===== src/rtl/sys_ctrl_rf_sequencer_pkg.sv =====
// Shared definitions for the RX-to-register-file command sequencer:
// FSM state encoding and the default frame command bytes.
package sys_ctrl_rf_sequencer_pkg;

  typedef enum logic [2:0] {
    IDLE    = 3'd0,
    WR_ADDR = 3'd1,
    WR_DATA = 3'd2,
    RD_ADDR = 3'd3,
    RD_WAIT = 3'd4,
    TX_PUSH = 3'd5
  } seq_state_t;

  localparam logic [7:0] DEF_WR_CMD = 8'hAA;
  localparam logic [7:0] DEF_RD_CMD = 8'hBB;

endpackage


===== src/rtl/sys_ctrl_rf_sequencer.sv =====
// Command sequencer: parses RX byte frames (write: cmd,addr,data / read: cmd,addr),
// issues one register-file access per frame and forwards read data to the TX FIFO.
// Every output is a register; strobes default low each cycle so they pulse once.
module sys_ctrl_rf_sequencer
  import sys_ctrl_rf_sequencer_pkg::*;
#(
  parameter int                    DATA_WIDTH = 8,
  parameter int                    ADDR_WIDTH = 4,
  parameter logic [DATA_WIDTH-1:0] WR_CMD     = DEF_WR_CMD,
  parameter logic [DATA_WIDTH-1:0] RD_CMD     = DEF_RD_CMD,
  parameter int                    RD_TIMEOUT = 4
) (
  input  logic                  CLK,
  input  logic                  RST,
  input  logic [DATA_WIDTH-1:0] RX_P_Data,
  input  logic                  RX_D_VLD,
  output logic                  WrEn,
  output logic                  RdEn,
  output logic [ADDR_WIDTH-1:0] Address,
  output logic [DATA_WIDTH-1:0] WrData,
  input  logic [DATA_WIDTH-1:0] RdData,
  input  logic                  RdData_Valid,
  input  logic                  FIFO_FULL,
  output logic [DATA_WIDTH-1:0] TX_P_Data,
  output logic                  TX_D_VLD,
  output logic                  Frame_Err
);

  localparam int CW = $clog2(RD_TIMEOUT + 1);
  localparam logic [CW-1:0] TIMEOUT_LAST = CW'(RD_TIMEOUT - 1);

  seq_state_t    state;
  logic [CW-1:0] wait_cnt;
  logic          addr_ok;

  // An address byte is usable only if no bit above the register-file range is set.
  assign addr_ok = (RX_P_Data[DATA_WIDTH-1:ADDR_WIDTH] == '0);

  // Frame-parsing FSM with registered strobes, address/data latches and read timeout.
  always_ff @(posedge CLK or negedge RST) begin
    if (!RST) begin
      state     <= IDLE;
      wait_cnt  <= '0;
      WrEn      <= 1'b0;
      RdEn      <= 1'b0;
      Address   <= '0;
      WrData    <= '0;
      TX_P_Data <= '0;
      TX_D_VLD  <= 1'b0;
      Frame_Err <= 1'b0;
    end else begin
      WrEn      <= 1'b0;
      RdEn      <= 1'b0;
      TX_D_VLD  <= 1'b0;
      Frame_Err <= 1'b0;
      case (state)
        IDLE: begin
          if (RX_D_VLD) begin
            if (RX_P_Data == WR_CMD) begin
              state <= WR_ADDR;
            end else if (RX_P_Data == RD_CMD) begin
              state <= RD_ADDR;
            end else begin
              Frame_Err <= 1'b1;
            end
          end
        end
        WR_ADDR: begin
          if (RX_D_VLD) begin
            if (addr_ok) begin
              Address <= RX_P_Data[ADDR_WIDTH-1:0];
              state   <= WR_DATA;
            end else begin
              Frame_Err <= 1'b1;
              state     <= IDLE;
            end
          end
        end
        WR_DATA: begin
          if (RX_D_VLD) begin
            WrData <= RX_P_Data;
            WrEn   <= 1'b1;
            state  <= IDLE;
          end
        end
        RD_ADDR: begin
          if (RX_D_VLD) begin
            if (addr_ok) begin
              Address  <= RX_P_Data[ADDR_WIDTH-1:0];
              RdEn     <= 1'b1;
              wait_cnt <= '0;
              state    <= RD_WAIT;
            end else begin
              Frame_Err <= 1'b1;
              state     <= IDLE;
            end
          end
        end
        RD_WAIT: begin
          if (RdData_Valid) begin
            TX_P_Data <= RdData;
            state     <= TX_PUSH;
          end else if (wait_cnt == TIMEOUT_LAST) begin
            Frame_Err <= 1'b1;
            wait_cnt  <= '0;
            state     <= IDLE;
          end else begin
            wait_cnt <= wait_cnt + CW'(1);
          end
        end
        TX_PUSH: begin
          if (!FIFO_FULL) begin
            TX_D_VLD <= 1'b1;
            state    <= IDLE;
          end
        end
        default: state <= IDLE;
      endcase
    end
  end

endmodule


===== config.mk =====
export PLATFORM = sky130hd
export DESIGN_NAME = sys_ctrl_rf_sequencer
export DESIGN_NICKNAME = d
export VERILOG_FILES = /design/src/rtl/sys_ctrl_rf_sequencer_pkg.sv /design/src/rtl/sys_ctrl_rf_sequencer.sv
export SDC_FILE = /design/constraint.sdc
export NUM_CORES = 1
export LEC_CHECK = 0
export ABC_CLOCK_PERIOD_IN_PS = 1450
export CAP_MARGIN = 20
export CORE_MARGIN = 8
export CORE_UTILIZATION = 40
export DETAILED_ROUTE_END_ITERATION = 8
export PLACE_DENSITY = 0.72
export SLEW_MARGIN = 25
export SYNTH_ARGS = -nofsm -noshare
export SYNTH_HDL_FRONTEND = slang
export SYNTH_SLANG_ARGS = --single-unit

===== constraint.sdc =====
create_clock -name CLK -period 1.45 [get_ports CLK]
set_input_delay 0.435 -clock CLK [delete_from_list [all_inputs] [get_ports CLK]]
set_output_delay 0.435 -clock CLK [all_outputs]
set_load 0.05 [all_outputs]

Word-level counts from Yosys, hierarchy flattened
Index checks and enable logic that the tools add are counted.
{ "totals": {"input_bits": 21, "ff_bits": 30, "out_inout_bits": 24} }
{ "classes": {"reduce_logical": 9, "n_eq_ne": 17, "n_mux": 32, "n_addsub": 1} }
{ "ops": {"columns": ["op", "count"], "rows": [
  ["2-to-1 mux 3 bit", 14],
  ["case mux 3 bit (6 select lines)", 1],
  ["equality test 8 bit (second input constant)", 2],
  ["2-to-1 mux 1 bit", 14],
  ["!= test 2 bit (second input constant)", 7],
  ["equality test 3 x 2 -> 1 bit (second input constant)", 3],
  ["AND reduction 7 bit", 1],
  ["equality test 3 bit (second input constant)", 2],
  ["!= test 3 bit (second input constant)", 2],
  ["case mux 3 bit (2 select lines)", 1],
  ["zero test 4 bit", 1],
  ["AND reduction 2 bit", 2],
  ["AND reduction 4 bit", 1],
  ["adder 3 x 1 -> 3 bit (second input constant)", 1],
  ["equality test 3 x 1 -> 1 bit (second input constant)", 1],
  ["zero test 3 bit", 1],
  ["case mux 1 bit (3 select lines)", 1],
  ["AND reduction 3 bit", 1],
  ["2-to-1 mux 2 bit", 1],
  ["nonzero test 2 bit", 1],
  ["OR reduction 2 bit", 1]
]} }

Depth between registers and ports, before layout
{ "depth": {"ltp_word": 5, "mapped_depth": 5, "mapped_depth_nobuf": 5} }

Worst setup path after synthesis
No wires, ideal clock.
{ "synth_path": {"path_kind": "input to register", "from": "input RX_P_Data[4]", "to": "register wait_cnt[0]", "cell_stages": 4, "required_time_ps": 1325, "arrival_time_ps": 1585, "slack_ps": -260, "path_cell_list": "or4b_4 -> nor3_4 -> a31oi_1 -> mux2_2"} }
{ "synth_between": {"elab_chain_len": 3} }
{ "synth_rtl": {"columns": ["item", "line_no", "rtl"], "rows": [
  ["from (decl)", "sys_ctrl_rf_sequencer.sv:15", "input logic [DATA_WIDTH-1:0] RX_P_Data,"],
  ["zero test 4 bit", "sys_ctrl_rf_sequencer.sv:37", "assign addr_ok = (RX_P_Data[DATA_WIDTH-1:ADDR_WIDTH] == '0);"],
  ["!= test 2 bit (no source line)", null, null],
  ["AND reduction 4 bit (no source line)", null, null],
  ["to (signal assigned)", "sys_ctrl_rf_sequencer.sv:108", "wait_cnt <= wait_cnt + CW'(1);"],
  ["to (decl)", "sys_ctrl_rf_sequencer.sv:33", "logic [CW-1:0] wait_cnt;"]
]} }
No other way between the ends.
A chain may end at the register's enable or synchronous reset.

Final worst setup path
{ "layout_path": {"from": "register state[0]", "to": "register Address[0]"} }
{ "layout_between": {"elab_chain_len": 3, "elab_cells_between_ends": 4, "cone_classes": "eq/ne (2); reduce/logical (2)"} }
{ "layout_rtl": {"columns": ["item", "line_no", "rtl"], "rows": [
  ["from (decl)", "sys_ctrl_rf_sequencer.sv:32", "seq_state_t state;"],
  ["from (signal assigned)", "sys_ctrl_rf_sequencer.sv:42", "state <= IDLE;"],
  ["from (signal assigned)", "sys_ctrl_rf_sequencer.sv:60", "state <= WR_ADDR;"],
  ["from (signal assigned)", "sys_ctrl_rf_sequencer.sv:62", "state <= RD_ADDR;"],
  ["equality test 3 x 2 -> 1 bit / equality test 3 x 1 -> 1 bit (equally long branches)", "sys_ctrl_rf_sequencer.sv:56", "case (state)"],
  ["OR reduction 2 bit (no source line) *", null, null],
  ["AND reduction 3 bit (no source line) *", null, null],
  ["to (signal assigned)", "sys_ctrl_rf_sequencer.sv:71", "Address <= RX_P_Data[ADDR_WIDTH-1:0];"],
  ["to (signal assigned)", "sys_ctrl_rf_sequencer.sv:89", "Address <= RX_P_Data[ADDR_WIDTH-1:0];"],
  ["to (decl)", "sys_ctrl_rf_sequencer.sv:19", "output logic [ADDR_WIDTH-1:0] Address,"]
]} }
Mark *: on every way between the ends. The rest lies on a longest branch, timed or not.

==> qor.yml <==
post-route-drc-count: 0
worstSetupEndpointType: "flip-flop"
grt_pass1_wl_um: 7348
die-area_mm2: 0.005394
maxCapViolCount: 0
worstSetupEndpoint: "Address[0]"
worst-path-stages: 4
grt_pass1_vias: 1331
r2r_slack_ns: -0.21
grt_start_max_net_pins: 31
fin_nets: 199
top_layer_used: "met4"
netlist_area_mm2: 0.001320
grt_remaining_overflow: 0
setup_viol: 28
leakagePower_nw: 1.166
wl_met2_um: 2432
antenna_found_initial: 0
p_int_mw: 2.666
crit_chain: "or4b_4 -> nor3_4 -> nand2_2 -> mux2_4"
holdWs_ns: 0.4624
h-tree-depth: 2
p_per_area_mw_per_mm2: 1709
clock_power_share: 0.121
cts_tree: "built"
wl_per_cell_um: 20.11
avgSynthCellArea_um2: 13.33
post-route-period-util: 1.145
sequentialPowerShare: 0.288
seq_area_frac_synth: 0.5687
crit_arrival_ns: 1.87
drv_slew: 0
status: "finished with violations"
routed_via_density: 5.214
critPathTopFamily: "simple AND/OR/NAND/NOR gates"
synth.distinct_cells: 33
clock_latency_ns: 0.33
p_sw_frac: 0.3887
r2r_cells: 4
final_hold_viol_count: 0
r2r_end: "Address[0]"
fin_setup_tns_ns: -3.603
core_area_mm2: 0.003258
cts_root_buf: "clkbuf_4"
first_iter_violations: 72
wl_um: 4504
final_common_cell: "dfrtp_1"
ys_top_cells_by_area: "dfrtp_1 57%, mux2_2 20%, nor2_1 1.7%"
io_buffers: 44
yosysTopAreaCell: "dfrtp_1"
combPwrFrac: 0.591
critPathKind: "reg2reg"
gr-usage-all-layers: 0.1862
cpMaxStageDelayCell: "or4b_4"
drtAntennaViolNets: 0
rsz0062_at_grt: "true"
gp_congestion: 0.8274
io_pins: 45
cp-start-kind: "flip-flop"
fin_ws_ns: -0.2097
area_growth_pct: 93.27
insertedDiodeCount: 0
synthCells: 99
rr_startpoint: "state[0]"
cts_num_sinks: 30
relSlewSlack: 0.7716
period_needed_ns: 1.660
ctsLongestPathBuffers: 2
cts_buffers: 5
wl_met3_um: 243
place_area_mm2: 0.002201
hold_class: "in2async"
place_worst_setup_slack_ns: -0.7240
ys_seq_elements: 30
dp.final_hpwl_um: 2692
die-width_um: 73.45
fillers: 213
p_total_mw: 4.361
max_freq_ghz: 0.6025
die_y_um: 73.45
synth_top_area_frac: 0.5687
crit_path_start: "state[0]"
layout-drive-gt1-share: 0.5955
dr.pass1.iters: 4
yosys_warnings: 0
vias: 1168
row_count: 21
p_sw_mw: 1.695
cpPeakStageDelay_ns: 0.49
tightest_slew_ns: 0.3417
cp_max_fo: 4
final_area_mm2: 0.002551
synth_fp_nets: 121
wl_met1_um: 1656
cp.required_ns: 1.66
peakVddDrop_uv: 1432
initial_core_util: 0.4051
layout_common_cells: "30 x dfrtp_1, 27 x buf_12, 23 x buf_4, 13 x mux2_2, 11 x clkdlybuf4s50_1"
finalClockSkew_ns: 0.01152
violations: "setup timing"
cp_num_buf_inv: 0
clk_pin_slew_ns: 0.10
sequential cells by signal, summed over array words and instances (netlist names):
name	cells
WrEn	1
RdEn	1
wait_cnt	3
TX_D_VLD	1
Frame_Err	1
Address	4
state	3
TX_P_Data	8
WrData	8
layer usage:
layer,vias to the layer above,track usage
met5,-,0
li1,519,-
met3,17,0.05866
met1,584,0.1925
met4,0,0.09313
met2,48,0.3287
power by group through the flow:
stage | Sequential (mW) | Clock, mW | Combinational, mW
after global routing | 1.28 | 0.581 | 2.68
after global placement | 1.25 | 0 | 2.04
after CTS | 1.25 | 0.542 | 2.49
after floorplan | 1.78 | 0 | 0.450
after detailed placement | 1.26 | 0 | 2.07
final | 1.25 | 0.527 | 2.58
stage by stage:
| step | util | instances |
|---|---|---|
| final | 0.7830 | 224 |
| after global routing | 0.7830 | 224 |
| after global placement | 0.6755 | 204 |
| after floorplan | - | 99 |
| after CTS | 0.7769 | 223 |
| after detailed placement | 0.6755 | 204 |
cells in the mapped netlist:
| cell type | number |
|---|---|
| dfrtp_1 | 30 |
| mux2_2 | 23 |
| nor2_1 | 6 |
| nand2_1 | 4 |
| a31oi_1 | 3 |
| buf_2 | 3 |
| nor2b_1 | 2 |
| o22ai_1 | 2 |
| or3_1 | 2 |
| a2111oi_0 | 1 |
| a211oi_1 | 1 |
| a21boi_0 | 1 |
| a311o_1 | 1 |
| a32oi_1 | 1 |
| and3_1 | 1 |
| and3_2 | 1 |
| and4b_1 | 1 |
| buf_4 | 1 |
| ha_1 | 1 |
| inv_1 | 1 |
| nand2b_1 | 1 |
| nand3_1 | 1 |
| nor2_2 | 1 |
| nor3_1 | 1 |
| nor3_4 | 1 |
| nor3b_1 | 1 |
| nor4b_1 | 1 |
| nor4bb_1 | 1 |
| o21a_1 | 1 |
| o31ai_1 | 1 |
| o32ai_1 | 1 |
| or4b_4 | 1 |
| xnor2_1 | 1 |
what timing repair did:
item / in CTS / in global routing
pin swaps: 14 / 6
resized for setup: 49 / 3
buffers inserted: 9 / 2
endpoints found under the setup margin: 28 / 28
hold buffers: 0 / 0
gates cloned: 2 / 0
logic make-up (layout without fill, tap and decap cells):
logic type	after synthesis	count (layout)	synth area share
flip-flops	30	30	0.5687
AND/OR/NAND/NOR	26	26	0.1251
XOR/XNOR	1	1	0.006636
buffers and inverters	5	84	0.01990
adder cells (fa/ha/maj)	1	1	0.009477
AO/OA/AOI/OAI	13	13	0.07395
multiplexers	23	23	0.1962
worst register-to-register path, cell delays in order, from the launching register on:
cell and delay, ns:
dfrtp_1 0.38, or4b_4 0.49, nor3_4 0.21, nand2_2 0.14
mux2_4 0.32
worst min path at each step:
stage | slack [ns] | from | cells past startpoint | to
4_1_cts | 0.46 | RST | 2 | TX_P_Data[5]
5_1_grt | 0.46 | RST | 2 | WrData[5]
2_1_floorplan | 0.14 | RST | 0 | Address[0]
3_3_place_gp | 0.47 | wait_cnt[2] | 1 | wait_cnt[2]
6_report | 0.46 | RST | 2 | WrData[5]
3_5_place_dp | 0.50 | wait_cnt[2] | 1 | wait_cnt[2]
cell type report:
| class | instances | area [um2] | area share |
|---|---|---|---|
| clock buffer | 7 | 55.05 | 0.02158 |
| clock inverter | 1 | 5.005 | 0.001962 |
| inverter | 1 | 3.754 | 0.001471 |
| multi-input combinational | 64 | 696.9 | 0.2732 |
| sequential | 30 | 750.7 | 0.2943 |
| tap | 46 | 57.56 | 0.02256 |
| timing repair buffer | 75 | 982.2 | 0.3850 |
Note: power is estimated with default switching activity, not from simulation.
